### src/rtl/mux_rr_arbiter_if.sv
// Handshake bundle between the requesters and the round-robin stage, and its registered output stream.
// The slave modport is the arbiter's view. The master modport is the environment's view.
interface mux_rr_arbiter_if #(
  parameter int NUM_IN = 8,
  parameter int DATA_W = 8,
  parameter int SEL_W  = $clog2(NUM_IN)
);
  logic [NUM_IN-1:0] in_valid;
  logic [DATA_W-1:0] in_data [0:NUM_IN-1];
  logic [NUM_IN-1:0] in_ready;
  logic              out_valid;
  logic [DATA_W-1:0] out_data;
  logic [SEL_W-1:0]  out_sel;
  logic [NUM_IN-1:0] out_sel_onehot;
  logic              out_ready;

  modport master (
    output in_valid, in_data, out_ready,
    input  in_ready, out_valid, out_data, out_sel, out_sel_onehot
  );

  modport slave (
    input  in_valid, in_data, out_ready,
    output in_ready, out_valid, out_data, out_sel, out_sel_onehot
  );
endinterface

### src/rtl/mux_rr_arbiter.sv
// Round-robin pick of one of NUM_IN requesters into a single registered beat carrying data plus binary/one-hot select.
// Latency: 1 cycle from accept to out_valid. Sustains one beat per cycle while out_ready is high.
// Backpressure: when the output is full and out_ready is low, all in_ready bits stay low and the rotation pointer holds.
module mux_rr_arbiter #(
  parameter int NUM_IN = 8,
  parameter int DATA_W = 8,
  parameter int SEL_W  = $clog2(NUM_IN)
) (
  input logic              clk,
  input logic              rst,
  mux_rr_arbiter_if.slave  bus
);
  typedef enum logic {EMPTY = 1'b0, FULL = 1'b1} state_t;

  state_t            state;
  logic [SEL_W-1:0]  rr_ptr;
  logic [SEL_W-1:0]  grant_idx;
  logic [SEL_W-1:0]  scan_idx;
  logic              grant_found;
  logic              can_load;
  logic              accept;
  logic [DATA_W-1:0] data_q;
  logic [SEL_W-1:0]  sel_q;
  logic [NUM_IN-1:0] onehot_q;

  // Scan from the farthest offset down to offset 0, so the port nearest rr_ptr wins.
  // NUM_IN is a power of two, so the SEL_W-bit sum wraps modulo NUM_IN.
  always_comb begin
    grant_found = 1'b0;
    grant_idx   = rr_ptr;
    scan_idx    = rr_ptr;
    for (int k = NUM_IN - 1; k >= 0; k--) begin
      scan_idx = rr_ptr + SEL_W'(k);
      if (bus.in_valid[scan_idx]) begin
        grant_found = 1'b1;
        grant_idx   = scan_idx;
      end
    end
  end

  assign can_load     = (state == EMPTY) || bus.out_ready;
  assign accept       = grant_found && can_load && !rst;
  assign bus.in_ready = accept ? (NUM_IN'(1) << grant_idx) : '0;

  always_ff @(posedge clk or posedge rst) begin
    if (rst) begin
      state    <= EMPTY;
      rr_ptr   <= '0;
      data_q   <= '0;
      sel_q    <= '0;
      onehot_q <= '0;
    end else if (accept) begin
      state    <= FULL;
      data_q   <= bus.in_data[grant_idx];
      sel_q    <= grant_idx;
      onehot_q <= NUM_IN'(1) << grant_idx;
      rr_ptr   <= grant_idx + SEL_W'(1);
    end else if (state == FULL && bus.out_ready) begin
      // Drain with nothing to refill. Data and select keep their last values.
      state    <= EMPTY;
      onehot_q <= '0;
    end
  end

  assign bus.out_valid      = (state == FULL);
  assign bus.out_data       = data_q;
  assign bus.out_sel        = sel_q;
  assign bus.out_sel_onehot = onehot_q;
endmodule

### src/flat_wrapper.sv
// flat-port wrapper written by rule: the top's interface ports become plain ports
module mux_rr_arbiter_flat 
#(
  parameter int NUM_IN = 8,
  parameter int DATA_W = 8,
  parameter int SEL_W  = $clog2(NUM_IN)
)
  (clk, rst, bus_in_valid, bus_in_data, bus_out_ready, bus_in_ready, bus_out_valid, bus_out_data, bus_out_sel, bus_out_sel_onehot);
  mux_rr_arbiter_if #(.NUM_IN(NUM_IN), .DATA_W(DATA_W), .SEL_W(SEL_W)) bus_i ();
  input logic clk;
  input logic rst;
  input wire logic [$bits(bus_i.in_valid)-1:0] bus_in_valid;
  input wire logic [$bits(bus_i.in_data)-1:0] bus_in_data;
  input wire logic [$bits(bus_i.out_ready)-1:0] bus_out_ready;
  output wire logic [$bits(bus_i.in_ready)-1:0] bus_in_ready;
  output wire logic [$bits(bus_i.out_valid)-1:0] bus_out_valid;
  output wire logic [$bits(bus_i.out_data)-1:0] bus_out_data;
  output wire logic [$bits(bus_i.out_sel)-1:0] bus_out_sel;
  output wire logic [$bits(bus_i.out_sel_onehot)-1:0] bus_out_sel_onehot;
  assign bus_i.in_valid = bus_in_valid;
  assign bus_i.in_data = {>>{bus_in_data}};
  assign bus_i.out_ready = bus_out_ready;
  assign bus_in_ready = bus_i.in_ready;
  assign bus_out_valid = bus_i.out_valid;
  assign bus_out_data = bus_i.out_data;
  assign bus_out_sel = bus_i.out_sel;
  assign bus_out_sel_onehot = bus_i.out_sel_onehot;
  mux_rr_arbiter #(.NUM_IN(NUM_IN), .DATA_W(DATA_W), .SEL_W(SEL_W)) u_core (.clk(clk), .rst(rst), .bus(bus_i));
endmodule
### config.mk
export PLATFORM = sky130hd
export DESIGN_NAME = mux_rr_arbiter_flat
export DESIGN_NICKNAME = d
export VERILOG_FILES = /design/src/rtl/mux_rr_arbiter_if.sv /design/src/rtl/mux_rr_arbiter.sv /design/src/flat_wrapper.sv
export SDC_FILE = /design/constraint.sdc
export NUM_CORES = 1
export LEC_CHECK = 0
export BUFFER_PORTS_ARGS = -buffer_cell sky130_fd_sc_hd__clkbuf_2
export CAP_MARGIN = 20
export CORE_AREA = 2 2 91 93
export DETAILED_ROUTE_END_ITERATION = 6
export DIE_AREA = 0 0 93 95
export PLACE_DENSITY = 0.91
export REMOVE_ABC_BUFFERS = 1
export SYNTH_ARGS = -nofsm -noshare
export SYNTH_HDL_FRONTEND = slang
export SYNTH_SLANG_ARGS = --single-unit
### constraint.sdc
create_clock -name clk -period 6.78 [get_ports clk]
set_clock_uncertainty 0.15 [all_clocks]
set_input_delay 0.339 -clock clk [delete_from_list [all_inputs] [get_ports clk]]
set_output_delay 0.339 -clock clk [all_outputs]
set_load 0.01 [all_outputs]
==> Word-level counts from Yosys, hierarchy flattened <==
Cells that the tools add are included.
{ "totals": {"ff_bits": 23, "latchBits": 0, "ramBits": 0, "rom_bits": 0, "in_bits": 75, "out_inout_bits": 28, "word_cells": 71, "mem_count": 0} }
{ "op_classes": {"n_addsub": 8, "n_mul": 0, "div": 0, "order_cmp": 9, "eq_ne": 0, "shift": 1, "n_mux": 40, "bitwise": 2, "n_reduce_logical": 6} }
{ "ops": {"columns": ["cell", "n"], "rows": [
  ["8-bit 2-to-1 mux", 5],
  ["3-bit by 4-bit < comparator with 1-bit output (second input constant)", 8],
  ["1-bit binary-select mux with 3-bit select", 8],
  ["8-bit binary-select mux with 3-bit select", 1],
  ["3-bit 2-to-1 mux", 8],
  ["1-bit 2-to-1 mux", 18],
  ["3-bit adder (second input constant)", 4],
  ["1-bit by 3-bit << shifter with 8-bit output (first input constant)", 1],
  ["3-bit by 1-bit adder with 3-bit output (second input constant)", 2],
  ["3-bit by 2-bit adder with 3-bit output (second input constant)", 2],
  ["4-bit >= comparator (second input constant)", 1],
  ["3-bit NOT with 4-bit output", 1],
  ["1-bit logical AND", 3],
  ["2-bit nonzero test", 1],
  ["1-bit zero test", 1],
  ["1-bit logical OR", 1],
  ["1-bit NOT", 1]
]} }

==> Depth between registers and ports, before layout <==
Gate-level depths: netlist of run 1.
{ "depth": {"depth_word": 15, "ltp_mapped": 17, "depth_no_buf": 13} }

==> Least setup slack after synthesis of run 1 <==
OpenSTA, ideal clock, no wires.
{ "synth_timing": {"kind": "register to output", "start": "register u_core.rr_ptr[0]", "end": "output bus_in_ready[7]", "arrival_ns": 3.595, "t_required_ns": 6.291, "path_slack_ns": 2.696, "stages_incl_launch_ff": 17, "n_path_buf": 5, "path_cell_list": "dfrtp_1 > buf_4 > inv_2 > buf_1 > ha_1 > buf_2 > mux2_2 > mux4_2 > o21ai_0 > nor3_1 > nor4_1 > o21ai_2 > buf_4 > buf_2 > nor2_1 > ha_1 > and3_1"} }
{ "synth_via": {"elab_chain_len": 14, "elab_cells_between_ends": 43, "classes_between": "add/sub: 7; shift: 1; mux: 33; reduce/logical: 2"} }
{ "synth_rtl": {"columns": ["item", "line_no", "rtl"], "rows": [
  ["start: declaration", "mux_rr_arbiter.sv:16", "logic [SEL_W-1:0] rr_ptr;"],
  ["start signal: assignment", "mux_rr_arbiter.sv:57", "rr_ptr <= grant_idx + SEL_W'(1);"],
  ["3-bit adder", "mux_rr_arbiter.sv:33", "scan_idx = rr_ptr + SEL_W'(k);"],
  ["1-bit binary-select mux with 3-bit select", "mux_rr_arbiter.sv:34", "if (bus.in_valid[scan_idx]) begin"],
  ["1-bit 2-to-1 mux (implied by the code)", "mux_rr_arbiter.sv:34", null],
  ["1-bit 2-to-1 mux (8 in series)", "mux_rr_arbiter.sv:34", null],
  ["1-bit logical AND (2 in series)", "mux_rr_arbiter.sv:42", "assign accept = grant_found && can_load && !rst;"],
  ["8-bit 2-to-1 mux (*)", "mux_rr_arbiter.sv:43", "assign bus.in_ready = accept ? (NUM_IN'(1) << grant_idx) : '0;"],
  ["end: declaration", "flat_wrapper.sv:15", "output wire logic [$bits(bus_i.in_ready)-1:0] bus_in_ready;"]
]} }
Mark *: on every way between the ends. The rest lies on a longest branch, timed or not. The select of a mux whose other input is x is not followed.

==> Worst setup path after layout of run 1 <==
{ "layout_timing": {"start": "register u_core.rr_ptr[1]", "end": "output bus_in_ready[3]"} }
Same word-level chain as after synthesis.

==> reports/metrics.cfg, run 1 <==
[routing]
via_per_inst=6.83
wirelength_mm=13.3
wire_per_inst_um=17.2
first_iter_violations=529
vias=5292
drcViolationCount=0
antenna_left=0
first_pass_iters=5

[synth]
synth_warnings=0
synth_simple_gate_area_share_pct=36.1
synth_top_family_by_area=simple AND/OR/NAND/NOR gates
synth_edf_count=0
syn_inst=624
yosys_register_bits=23
synth-async-reset-ratio_pct=100
synth_fa_ha_area_share_pct=0.828
synthDistinctLibCells=50
syn_area_mm2=0.00453
synth_compound_area_share_pct=25.8
yosysSeqAreaShare_pct=12.7
synth_ff_type=dfrtp_1
syn_avg_cell_area_um2=7.26
yosys.area_share.xor_xnor_pct=1.91
yosys-mux-area-fraction_pct=15.0

[placed_design]
place_congestion=0.971
io_buffers=102
hpwl_mm=9.23

[clocking]
holdBufCountCts=0
cts_num_sinks=23
cts_resized=0
cts_inserted_buffers=3
post-cts-setup-buffers=0
cts_max_path_buffers=2
cts_tree=built
insertion_delay_ns=0.27
root_buffer=clkbuf_8
path_clk_slew_ns=0.08
h-tree-depth=1

[floorplanning]
dieArea_mm2=0.00884
core_area_mm2=0.00793
rows=33
die_h_um=95
fp.dieW_um=93
io_pins=103
start_util_pct=57.2

[worst_setup_path]
crit_type=reg2out
r2r_cells=12
arrival_ns=4.76
crit-reg2reg-launch=u_core.rr_ptr[1]$_DFFE_PP0P_
critPathMaxFanout=30
startpoint_type=flip-flop
cp-endpoint=bus_in_ready[3]
required_ns=6.29
worstReg2RegEnd=u_core.bus.out_data[0]$_DFFE_PP0P_
reg2reg_slack_ns=1.79
cp-startpoint=u_core.rr_ptr[1]$_DFFE_PP0P_
setup.worst_path.end_class=output port

[global_route]
grt_pass1_wl_mm=21.5
antenna_found_initial=0
grt_max_degree=97
grtUsageTotal_pct=28.8
grt_overflow_total=0
grt_pass1_vias=4784

[sta]
post-route-period-util_pct=77.4
period_needed_ns=5.25
worstMarginPinSlew_ns=0.945
hold_viol=0
setup_violations=0
fin_hold_ws_ns=0.113
fmax_mhz=191
slew_viol_final=0
rsz0062_at_grt=false
slew_headroom_pct=37.0

[layout]
drive_gt1_share_pct=21.6
syn_to_final_growth_pct=10.1
final_common_cell=clkbuf_2
nets=749
num_antenna_cells=0
final_cell_mix=102 x clkbuf_2, 76 x nand2_1, 71 x o21ai_0, 65 x nor4_1, 36 x and2_1
fillerInstances=666

[worst_hold_path]
hold_path_class=in2async

[flow_run]
cap_violations=0

[run_status]
status=finished clean

[registers in the layout, summed over array words and instances (netlist names)]
register	cells
u_core.bus.out_data	8
u_core.bus.out_sel	3
u_core.bus.out_sel_onehot	8
u_core.bus.out_valid	1
u_core.rr_ptr	3
[cells in the mapped netlist, types with 3 or more instances]
cell	count	area share, %
nand2_1	76	6.3
o21ai_0	71	7.8
nor4_1	65	9.0
and2_1	36	5.0
clkbuf_1	36	3.0
nor2b_1	34	4.7
mux2i_1	33	7.3
nor4b_1	32	6.2
o221ai_1	32	6.2
o21a_1	31	5.1
buf_2	24	2.7
dfrtp_1	23	13
nor2_1	20	1.7
a21oi_1	14	1.5
mux4_2	10	5.0
mux2_2	9	2.2
nor3_1	8	0.88
buf_4	7	1.2
xnor2_1	6	1.2
a21o_1	5	0.83
and3_1	5	0.69
inv_1	5	0.41
a32o_1	4	0.88
nand2b_1	4	0.55
ha_1	3	0.83
[layout make-up]
class | count | area [um^2] | area share, %
clock buffers | 3 | 41.3 | 0.827
clock inverters | 1 | 5.00 | 0.100
inverters | 7 | 26.3 | 0.527
multi-input cells | 525 | 3630 | 72.7
flip-flops and latches | 23 | 579 | 11.6
well taps | 105 | 131 | 2.63
repair buffers | 111 | 578 | 11.6
[metal layers]
| layer | share of wire, % | GRT usage, % | vias up |
|---|---|---|---|
| li1 | - | - | 2484 |
| met1 | 40 | 36.3 | 2452 |
| met2 | 48 | 50.7 | 302 |
| met3 | 7.5 | 3.43 | 54 |
| met4 | 3.8 | 10.8 | 0 |
| met5 | 0 | 0 | - |
[how the worst min path moves through the flow]
stage,to,startpoint,cells past startpoint,slack (ns)
after floorplan,u_core.bus.out_data[0]$_DFFE_PP0P_,rst,1,0.20
after global placement,u_core.bus.out_sel_onehot[2]$_DFFE_PP0P_,u_core.bus.out_sel_onehot[2]$_DFFE_PP0P_,1,0.31
after detailed placement,u_core.bus.out_sel_onehot[3]$_DFFE_PP0P_,u_core.bus.out_sel_onehot[3]$_DFFE_PP0P_,1,0.31
after CTS,u_core.bus.out_data[4]$_DFFE_PP0P_,rst,2,0.14
after global routing,u_core.rr_ptr[2]$_DFFE_PP0P_,rst,2,0.20
final,u_core.bus.out_data[0]$_DFFE_PP0P_,rst,2,0.11
[worst max-delay path, cell delays in order, from the launching register on]
cell	delay, ns
dfrtp_1	0.78
inv_1	0.24
ha_1	0.60
mux2_2	0.27
mux2i_1	0.11
a211oi_2	0.52
nand3b_1	0.20
o41a_1	0.23
and2_1	0.75
o21ai_0	0.28
nor3_1	0.32
clkbuf_2	0.19
[cell families after synthesis]
| group | after synthesis |
|---|---|
| and+or+nand+nor | 288 |
| AOI/OAI and AO/OA | 172 |
| buffers and inverters | 76 |
| muxes | 53 |
| DFF | 23 |
| xor gates and xnor gates | 9 |
| adders and majority gates | 3 |
[metrics by stage]
step	setup slack, ns	std cells	instance area [um^2]	util (%)	setup TNS, ns
final	1.53	775	4990	62.9	0
after floorplan	-2.40	555	4210	-	-57.58
after CTS	1.53	775	4990	62.9	0
after global placement	2.09	771	4940	62.4	0
after global routing	1.10	775	4990	62.9	0
after detailed placement	1.85	771	4940	62.4	0
Power of run 1 is left out: the tool's default activity adds up to more than one toggle a clock period on the data nets, which glitch-free logic cannot reach.
==> run 2, diff against run 1 <==
Settings changed: CORE_AREA 2 2 91 93 to 2 2 93 95, DIE_AREA 0 0 93 95 to 0 0 95 97, PLACE_DENSITY 0.91 to 0.87.
Clock period 6.78 ns to 5.45 ns, I/O delays scaled along.
==> reports/metrics.cfg, run 2 (same netlist as run 1, synthesis figures left out) <==
[worst_setup_path]
cp-startpoint=u_core.rr_ptr[1]$_DFFE_PP0P_
startpoint_type=flip-flop
crit_type=reg2out
worstReg2RegEnd=u_core.bus.out_data[4]$_DFFE_PP0P_
path_cells=inv_1 > ha_1 > mux4_2 > mux2i_4 > nand2b_2 > nor2_1 > a21oi_1 > o21ai_4 > nor2_1 > ha_1 > and3_1 > clkbuf_2
cpPeakStageDelay_ns=0.78
required_ns=5.03
crit-reg2reg-launch=u_core.rr_ptr[1]$_DFFE_PP0P_
cp-endpoint=bus_in_ready[7]
r2r_cells=12
arrival_ns=4.65
crit_slowest_cell=dfrtp_1
critPathMaxFanout=36
setup.worst_path.end_class=output port
reg2reg_slack_ns=0.59

[floorplanning]
core_area_mm2=0.00813
rows=33
fp.dieW_um=95
start_util_pct=55.7
io_pins=103
dieArea_mm2=0.00922
die_h_um=97

[routing]
vias=5312
antenna_left=0
drcViolationCount=0
first_pass_iters=5
wire_per_inst_um=17.5
first_iter_violations=492
wirelength_mm=13.6
via_per_inst=6.85

[global_route]
grt_max_degree=97
grt_pass1_wl_mm=22.0
grtUsageTotal_pct=28.2
antenna_found_initial=0
grt_overflow_total=0
grt_pass1_vias=4834

[clocking]
root_buffer=clkbuf_8
path_clk_slew_ns=0.09
post-cts-setup-buffers=0
h-tree-depth=1
holdBufCountCts=0
cts_max_path_buffers=2
insertion_delay_ns=0.27
cts_inserted_buffers=3
cts_resized=0
cts_num_sinks=23
cts_tree=built

[sta]
rsz0062_at_grt=false
worstMarginPinSlew_ns=0.964
fmax_mhz=197
slew_viol_final=0
period_needed_ns=5.07
fin_hold_ws_ns=0.0245
post-route-period-util_pct=93.0
slew_headroom_pct=35.7
hold_viol=0
setup_violations=0

[placed_design]
io_buffers=102
place_area_mm2=0.00494
hpwl_mm=9.01
place_congestion=0.867

[worst_hold_path]
hold_path_class=in2async

[layout]
fillerInstances=683
final_common_cell=clkbuf_2
nets=750
final_cell_mix=102 x clkbuf_2, 76 x nand2_1, 71 x o21ai_0, 64 x nor4_1, 35 x and2_1
drive_gt1_share_pct=22.1
final_area_mm2=0.00501
syn_to_final_growth_pct=10.5
num_antenna_cells=0

[run_status]
status=finished clean

[flow_run]
cap_violations=0

==> run 2: layout make-up <==
type | count | area (um^2) | share of cell area (%)
Sequential cell | 23 | 579 | 11.6
Inverter | 7 | 26.3 | 0.525
Timing Repair Buffer | 111 | 578 | 11.5
Multi-Input combinational cell | 526 | 3640 | 72.8
Clock buffer | 3 | 41.3 | 0.825
Clock inverter | 1 | 5.00 | 0.100
Tap cell | 105 | 131 | 2.62
==> run 2: worst max-delay path: cells and delay by family, from the launching register on <==
kind	cells	cell delay, ns
AND/OR/NAND/NOR	4	1.07
AO/OA/AOI/OAI	2	0.72
adder cells (fa/ha/maj)	2	0.76
flip-flops	1	0.78
multiplexers	2	0.66
buffers and inverters	2	0.38
==> run 2: how the worst min path moves through the flow <==
| stage | from | endpoint | slack [ns] | depth (start not counted) |
|---|---|---|---|---|
| floorplan | rst | u_core.bus.out_data[0]$_DFFE_PP0P_ | 0.13 | 1 |
| global placement | u_core.bus.out_sel_onehot[2]$_DFFE_PP0P_ | u_core.bus.out_sel_onehot[2]$_DFFE_PP0P_ | 0.31 | 1 |
| detailed placement | u_core.bus.out_sel_onehot[7]$_DFFE_PP0P_ | u_core.bus.out_sel_onehot[7]$_DFFE_PP0P_ | 0.32 | 1 |
| CTS | rst | u_core.bus.out_sel_onehot[7]$_DFFE_PP0P_ | 0.06 | 2 |
| global route | rst | u_core.bus.out_sel_onehot[7]$_DFFE_PP0P_ | 0.11 | 2 |
| finish | rst | u_core.bus.out_sel_onehot[7]$_DFFE_PP0P_ | 0.02 | 2 |
==> run 2: through the flow <==
step                cells  worst slack [ns]  TNS [ns]  util, %
CTS                   775             0.310         0     61.3
detailed placement    771             0.581         0     60.8
global route          776            0.0300         0     61.5
finish                776             0.382         0     61.5
floorplan             555             -3.67    -95.96        -
global placement      771             0.775         0     60.8
==> run 2: layer usage <==
| metal | up-vias | part of all wire [%] | track usage (%) |
|---|---|---|---|
| met5 | - | 0 | 0 |
| met4 | 0 | 2.0 | 9.14 |
| met3 | 47 | 8.6 | 2.80 |
| met2 | 288 | 49 | 47.0 |
| met1 | 2485 | 41 | 38.0 |
| li1 | 2492 | - | - |
Power of run 2 is left out for the same reason.
